### config.mk
export PLATFORM = sky130hd
export DESIGN_NAME = dmem_responder_flat
export DESIGN_NICKNAME = d
export VERILOG_FILES = /design/src/rtl/dmem_responder_pkg.sv /design/src/rtl/dmem_responder_if.sv /design/src/rtl/dmem_responder_waitcnt.sv /design/src/rtl/dmem_responder.sv /design/src/flat_wrapper.sv
export SDC_FILE = /design/constraint.sdc
export NUM_CORES = 2
export LEC_CHECK = 0
export ABC_AREA = 1
export BUFFER_PORTS_ARGS = -buffer_cell sky130_fd_sc_hd__buf_4
export CORE_AREA = 2 2 441 443
export CTS_BUF_LIST = sky130_fd_sc_hd__clkbuf_8
export DETAILED_ROUTE_END_ITERATION = 8
export DIE_AREA = 0 0 443 445
export GPL_TIMING_DRIVEN = 0
export RECOVER_POWER = 25
export SLEW_MARGIN = 20
export SYNTH_ARGS = -nofsm -noshare
export SYNTH_HDL_FRONTEND = slang
export SYNTH_SLANG_ARGS = --single-unit
### constraint.sdc
create_clock -name clk -period 4 [get_ports clk]
set_input_delay 1.2 -clock clk [delete_from_list [all_inputs] [get_ports clk]]
set_output_delay 1.2 -clock clk [all_outputs]
set_load 0.05 [all_outputs]
### src/rtl/dmem_responder_pkg.sv
// Shared types and helpers for the data-memory responder.
package dmem_pkg;

  // FSM encoding, also used for the debug state output.
  typedef enum logic [1:0] {
    IDLE = 2'd0,
    WAIT = 2'd1,
    DONE = 2'd2
  } dmem_state_t;

  // Width of the word index into a memory of 'depth' words (at least 1).
  function automatic int dmem_idx_width(input int unsigned depth);
    return (depth > 1) ? $clog2(depth) : 1;
  endfunction

  // An access faults when the byte address is not word aligned or when its
  // word index lies beyond the last implemented word.
  function automatic logic dmem_fault(input logic [31:0] addr,
                                      input int unsigned depth);
    return (addr[1:0] != 2'b00) || ({2'b00, addr[31:2]} >= depth);
  endfunction

endpackage

### src/rtl/dmem_responder_if.sv
// Memory-stage data bus between the datapath (master) and the responder.
//
// Handshake: the master holds MemReqM high, with MemWriteM/ALUOutM/WriteDataM
// stable, for as long as the access occupies the M stage. The slave raises
// MemBusyM while it needs more cycles; the access completes in the first cycle
// the request is high and MemBusyM is low, where ReadDataM (load) and MemErrM
// are valid for exactly that cycle. Dropping MemReqM before completion is a
// flush: the access is abandoned with no side effects.
interface dmem_responder_if;
  logic        MemReqM;
  logic        MemWriteM;
  logic [31:0] ALUOutM;
  logic [31:0] WriteDataM;
  logic [31:0] ReadDataM;
  logic        MemBusyM;
  logic        MemErrM;

  modport master (
    output MemReqM, MemWriteM, ALUOutM, WriteDataM,
    input  ReadDataM, MemBusyM, MemErrM
  );

  modport slave (
    input  MemReqM, MemWriteM, ALUOutM, WriteDataM,
    output ReadDataM, MemBusyM, MemErrM
  );
endinterface

### src/rtl/dmem_responder_waitcnt.sv
// Loadable down-counter that paces the wait states of one access.
module waitcnt #(
  parameter int WIDTH = 2
) (
  input  logic             clk,
  input  logic             reset,
  input  logic             load,
  input  logic [WIDTH-1:0] load_val,
  input  logic             en,
  output logic             zero
);

  logic [WIDTH-1:0] r_cnt;

  // Load has priority; decrement saturates at zero.
  always_ff @(posedge clk) begin
    if (!reset) begin
      r_cnt <= '0;
    end else if (load) begin
      r_cnt <= load_val;
    end else if (en && (r_cnt != '0)) begin
      r_cnt <= r_cnt - WIDTH'(1);
    end
  end

  assign zero = (r_cnt == '0);

endmodule

### src/rtl/dmem_responder.sv
// Data-memory responder for the M stage: word-wide storage with a
// configurable number of wait states, busy/stall output and fault reporting.
module dmem_responder
  import dmem_pkg::*;
#(
  parameter int unsigned DEPTH_WORDS = 64,
  parameter int unsigned WAIT_CYCLES = 2
) (
  input  logic                clk,
  input  logic                reset,
  dmem_responder_if.slave     bus,
  output dmem_state_t         o_state
);

  localparam int IDX_W = dmem_idx_width(DEPTH_WORDS);
  localparam int CNT_W = (WAIT_CYCLES > 1) ? $clog2(WAIT_CYCLES) : 1;
  localparam logic [CNT_W-1:0] CNT_INIT =
    (WAIT_CYCLES > 0) ? CNT_W'(WAIT_CYCLES - 1) : '0;
  localparam bit ZERO_WAIT = (WAIT_CYCLES == 0);

  localparam logic [1:0] S_IDLE = 2'd0;
  localparam logic [1:0] S_WAIT = 2'd1;
  localparam logic [1:0] S_DONE = 2'd2;

  logic [1:0]       r_state;
  logic [31:0]      r_addr;
  logic             r_we;
  logic [31:0]      r_data;
  logic [31:0]      r_mem [DEPTH_WORDS];

  logic [1:0]       w_next_state;
  logic             w_cnt_load;
  logic             w_cnt_en;
  logic             w_cnt_zero;
  logic             w_acc_fire;
  logic [31:0]      w_acc_addr;
  logic             w_acc_we;
  logic [31:0]      w_acc_data;
  logic             w_fault;
  logic [IDX_W-1:0] w_idx;
  logic             w_mem_we;

  waitcnt #(.WIDTH(CNT_W)) u_waitcnt (
    .clk      (clk),
    .reset    (reset),
    .load     (w_cnt_load),
    .load_val (CNT_INIT),
    .en       (w_cnt_en),
    .zero     (w_cnt_zero)
  );

  // Pick the access that completes this cycle: the live bus when there are
  // no wait states, otherwise the captured request while in DONE.
  always_comb begin
    w_acc_fire = 1'b0;
    w_acc_addr = r_addr;
    w_acc_we   = r_we;
    w_acc_data = r_data;
    if (ZERO_WAIT) begin
      w_acc_fire = bus.MemReqM;
      w_acc_addr = bus.ALUOutM;
      w_acc_we   = bus.MemWriteM;
      w_acc_data = bus.WriteDataM;
    end else begin
      w_acc_fire = (r_state == S_DONE);
    end
  end

  assign w_fault  = dmem_fault(w_acc_addr, DEPTH_WORDS);
  assign w_idx    = w_acc_addr[IDX_W+1:2];
  // Reset low cancels a completing store so memory stays untouched.
  assign w_mem_we = reset && w_acc_fire && w_acc_we && !w_fault;

  // Response outputs; everything reads 0 while reset is asserted.
  always_comb begin
    bus.ReadDataM = '0;
    bus.MemErrM   = 1'b0;
    bus.MemBusyM  = 1'b0;
    if (reset) begin
      if (w_acc_fire && !w_acc_we && !w_fault) begin
        bus.ReadDataM = r_mem[w_idx];
      end
      bus.MemErrM  = w_acc_fire && w_fault;
      bus.MemBusyM = !ZERO_WAIT &&
                     (((r_state == S_IDLE) && bus.MemReqM) ||
                      (r_state == S_WAIT));
    end
  end

  // Next-state and counter control; a dropped request in WAIT aborts.
  always_comb begin
    w_next_state = r_state;
    w_cnt_load   = 1'b0;
    w_cnt_en     = 1'b0;
    case (r_state)
      S_IDLE: begin
        if (!ZERO_WAIT && bus.MemReqM) begin
          w_next_state = S_WAIT;
          w_cnt_load   = 1'b1;
        end
      end
      S_WAIT: begin
        if (!bus.MemReqM) begin
          w_next_state = S_IDLE;
        end else if (w_cnt_zero) begin
          w_next_state = S_DONE;
        end else begin
          w_cnt_en = 1'b1;
        end
      end
      S_DONE:  w_next_state = S_IDLE;
      default: w_next_state = S_IDLE;
    endcase
  end

  // State register.
  always_ff @(posedge clk) begin
    if (!reset) begin
      r_state <= S_IDLE;
    end else begin
      r_state <= w_next_state;
    end
  end

  // Capture the request when it is accepted out of IDLE.
  always_ff @(posedge clk) begin
    if (!reset) begin
      r_addr <= '0;
      r_we   <= 1'b0;
      r_data <= '0;
    end else if (w_cnt_load) begin
      r_addr <= bus.ALUOutM;
      r_we   <= bus.MemWriteM;
      r_data <= bus.WriteDataM;
    end
  end

  // Storage write; contents survive reset.
  always_ff @(posedge clk) begin
    if (w_mem_we) begin
      r_mem[w_idx] <= w_acc_data;
    end
  end

  assign o_state = dmem_state_t'(r_state);

endmodule

### src/flat_wrapper.sv
// flat-port wrapper written by rule: the top's interface ports become plain ports
module dmem_responder_flat import dmem_pkg::*;
#(
  parameter int unsigned DEPTH_WORDS = 64,
  parameter int unsigned WAIT_CYCLES = 2
)
  (clk, reset, o_state, bus_MemReqM, bus_MemWriteM, bus_ALUOutM, bus_WriteDataM, bus_ReadDataM, bus_MemBusyM, bus_MemErrM);
  dmem_responder_if bus_i ();
  input  logic clk;
  input  logic reset;
  output dmem_state_t o_state;
  input wire logic [$bits(bus_i.MemReqM)-1:0] bus_MemReqM;
  input wire logic [$bits(bus_i.MemWriteM)-1:0] bus_MemWriteM;
  input wire logic [$bits(bus_i.ALUOutM)-1:0] bus_ALUOutM;
  input wire logic [$bits(bus_i.WriteDataM)-1:0] bus_WriteDataM;
  output wire logic [$bits(bus_i.ReadDataM)-1:0] bus_ReadDataM;
  output wire logic [$bits(bus_i.MemBusyM)-1:0] bus_MemBusyM;
  output wire logic [$bits(bus_i.MemErrM)-1:0] bus_MemErrM;
  assign bus_i.MemReqM = bus_MemReqM;
  assign bus_i.MemWriteM = bus_MemWriteM;
  assign bus_i.ALUOutM = bus_ALUOutM;
  assign bus_i.WriteDataM = bus_WriteDataM;
  assign bus_ReadDataM = bus_i.ReadDataM;
  assign bus_MemBusyM = bus_i.MemBusyM;
  assign bus_MemErrM = bus_i.MemErrM;
  dmem_responder #(.DEPTH_WORDS(DEPTH_WORDS), .WAIT_CYCLES(WAIT_CYCLES)) u_core (.clk(clk), .reset(reset), .bus(bus_i), .o_state(o_state));
endmodule
==> results.txt <==
overflow left after global routing: 0
violation count after the first detailed-routing iteration: 10400
Global Route met2 Usage: 0.491
worst setup slack before clock tree synthesis: -1210 ps
Syn-to-layout area delta: 20.2%
Yosys Warn Count: 0
capturing point of the worst reg2reg path: u_core.r_mem[42][23]
iteration count of the initial detailed-routing pass: 6
reg-to-reg critical path startpoint: u_core.r_data[23]
violated checks: max-capacitance violations, max-slew violations, negative setup slack
number of primary I/O pins: 104
maximum frequency from static timing analysis: 207 MHz
cell total after placement: 10200
effective utilization at floorplan: 0.449
placed wire-length estimate after detailed placement: 225 mm
status: finished with violations
wire length of the first global-routing pass: 447 mm
TritonCTS clock tree: done
cells along the critical path: buf_12 > buf_12 > buf_6 > nand2_1 > nand3_1 > nand3_4 > nand3_2 > nand3_4 > nand3_2 > nand2_1 > nor2_4 > buf_8
IR drop worst, VDD: 0.332 mV
power density of the placed cells: 466 mW/mm²
met1 routing resource usage after global routing: 0.423
count of different cell masters after synthesis: 21
final weighted congestion of routability-driven global placement: 0.973
detail-routed net length per standard cell: 30.1 µm
type of element launching the critical path: flip-flop
total standard cell area after synthesis: 0.0862 mm²
Num Clock Sinks: 2122
die footprint: 0.197 mm²
clock tree root driver cell: sky130_fd_sc_hd__clkbuf_8
Final Non-Filler Cells: 10800
core footprint: 0.192 mm²
Avg Vias per Cell: 5.84
longest individual stage delay on the worst path: 470 ps
class of the worst hold path: primary input to flip-flop
endpoints failing setup: 32
antenna violations before repair: 25
measured slew at the worst slew-check pin: 3630 ps
remaining antenna violation count: 0
insertion delay of the later-clocked pin in the worst-skew pair: 1100 ps
Fin Clk Skew: 77.0 ps
headroom to the max-slew limit: -1.42
critical path fanouts, max: 10
synth top area cells: sky130_fd_sc_hd__edfxtp_1, sky130_fd_sc_hd__nand3_1, sky130_fd_sc_hd__nand2_1
final-stage net count: 8101
number of global-route vias before repair: 59200
most common library cell in the layout ignoring fill and taps: sky130_fd_sc_hd__nand2_1
Cell Rows: 161
clock transition at the register clock pins on the worst setup and hold paths after CTS: 60 ps
Final Total Pwr: 0.0483 W
H-tree depth: 5
final number of max-transition violations: 1149
crit path capture type: output pin
origin of the worst min-delay path: bus_ALUOutM[10]
cell count of the worst hold path: 3
area share of the largest cell type after synthesis: 0.713
total leakage power: 38.6 nW
type of the setup path with the least slack: flip-flop to output pin
busiest layer in global routing: met2
Max Root-Sink Buffers: 4
via count: 63200
WL final: 326 mm
Syn Area/Cell: 11.6 µm²
max capacitance violation total: 29
fraction of the yosys area taken by sequential cells: 0.730
Data required, critical path: 2800 ps
Overall Global Routing Usage: 0.324
Synth Net Count: 7475
commonest cells after routing, fill and taps aside: sky130_fd_sc_hd__nand2_1, sky130_fd_sc_hd__edfxtp_1, sky130_fd_sc_hd__nand3_1
share of final-layout standard cells stronger than drive strength 1: 0.178
post-synthesis cell type with the largest combined area: sky130_fd_sc_hd__edfxtp_1
setup repair after global routing missed its margin: yes
height of the chip: 445 µm
end point of the most critical hold path: u_core.r_addr[10]
Total Negative Setup Slacks: -23500 ps
data arrival time at the worst-slack endpoint: 3630 ps
number of CTS-inserted buffers: 364
worst-case setup margin in the final layout: -834 ps
fraction of met3 tracks used by global routing: 0.0732
final worst path period share: 1.21
Max stage delay cell, worst path: sky130_fd_sc_hd__dfxtp_4
width of the die: 443 µm
cell count after synthesis: 7407
minimum clock period: 4830 ps
Worst Reg2Reg Path Length in Cells: 1
number of port buffers: 103
count of endpoints failing hold in the final timing report: 0
DR DRC count: 0
maximum number of pins on one net before global-route repair: 63
FF-to-FF setup slack: 10 ps
post-synthesis sequential element count: 2122
## cells in the mapped netlist (all sizes together)
cell / instances
inv: 275
nor3: 3
a21oi: 9
clkbuf: 92
o31ai: 1
buf: 377
nand4: 2
or2: 44
dfxtp: 74
edfxtp: 2048
o21ai: 90
nand3: 1831
nand2: 2253
o211ai: 1
nor2: 307
## critical path: cells and delay by family (launching register included)
family	cells	cell delay, ps
simple gates	8	1200
buf+inv	4	800
flops	1	470
## power by group
part	total, W	leakage [nW]	internal [W]	switching, W
clock network	0.0177	3.67	0.00884	0.00882
registers	0.0250	18.9	0.0247	0.000328
logic	0.00567	16.0	0.00156	0.00411
## registers in the layout (all words and copies together), names as in the netlist, named ones only
signal                  count
u_core.r_mem             2048
u_core.r_addr              32
u_core.r_data              32
u_core.o_state              2
u_core.r_we                 1
u_core.u_waitcnt.r_cnt      1
## layer usage
layer	part of all wire	up-vias
met3	0.12	890
met2	0.44	4271
met1	0.37	30900
met4	0.070	10
li1	-	27100
met5	0.00041	-
## stage by stage
stage	area (µm²)	utilization	hold slack [ps]
finish	104000	0.540	343
global route	104000	0.540	293
CTS	103000	0.538	261
detailed placement	94200	0.491	454
global placement	90200	0.470	433
floorplan	86200	-	421
## final cells by class
type	count	area [µm²]
Fill cell	16200	88300
Sequential cell	2122	63000
Multi-Input combinational cell	4541	21900
Clock buffer	373	5130
Timing Repair Buffer	261	4400
Buffer	468	3930
Tap cell	2526	3160
Clock inverter	251	1120
Inverter	275	1050
Antenna cell	10	25.0
## worst max path at each step
stage | cells after the start | slack [ps] | start | end
finish | 12 | -830 | flip-flop | bus_ReadDataM[21]
global route | 12 | -800 | flip-flop | bus_ReadDataM[21]
detailed placement | 9 | -1210 | reset | bus_ReadDataM[21]
CTS | 13 | -760 | flip-flop | bus_ReadDataM[21]
floorplan | 7 | 150 | reset | bus_ReadDataM[10]
global placement | 7 | -2930 | reset | u_core.r_mem[45][16]
## repair_timing
action	CTS	global route
gates cloned	3	6
setup buffers	4	0
hold buffers	0	0
pin swaps	18	23
endpoints found under the setup margin	32	32
resized for setup	701	155
## kinds of logic (layout without fill, tap and decap cells)
family	after synthesis	in the layout	synth area share
compound gates	101	101	0.00592
buf+inv	744	1628	0.0426
flops	2122	2122	0.730
other cells	0	10	0
simple gates	4440	4440	0.221
(Power assumes the default switching activity.)
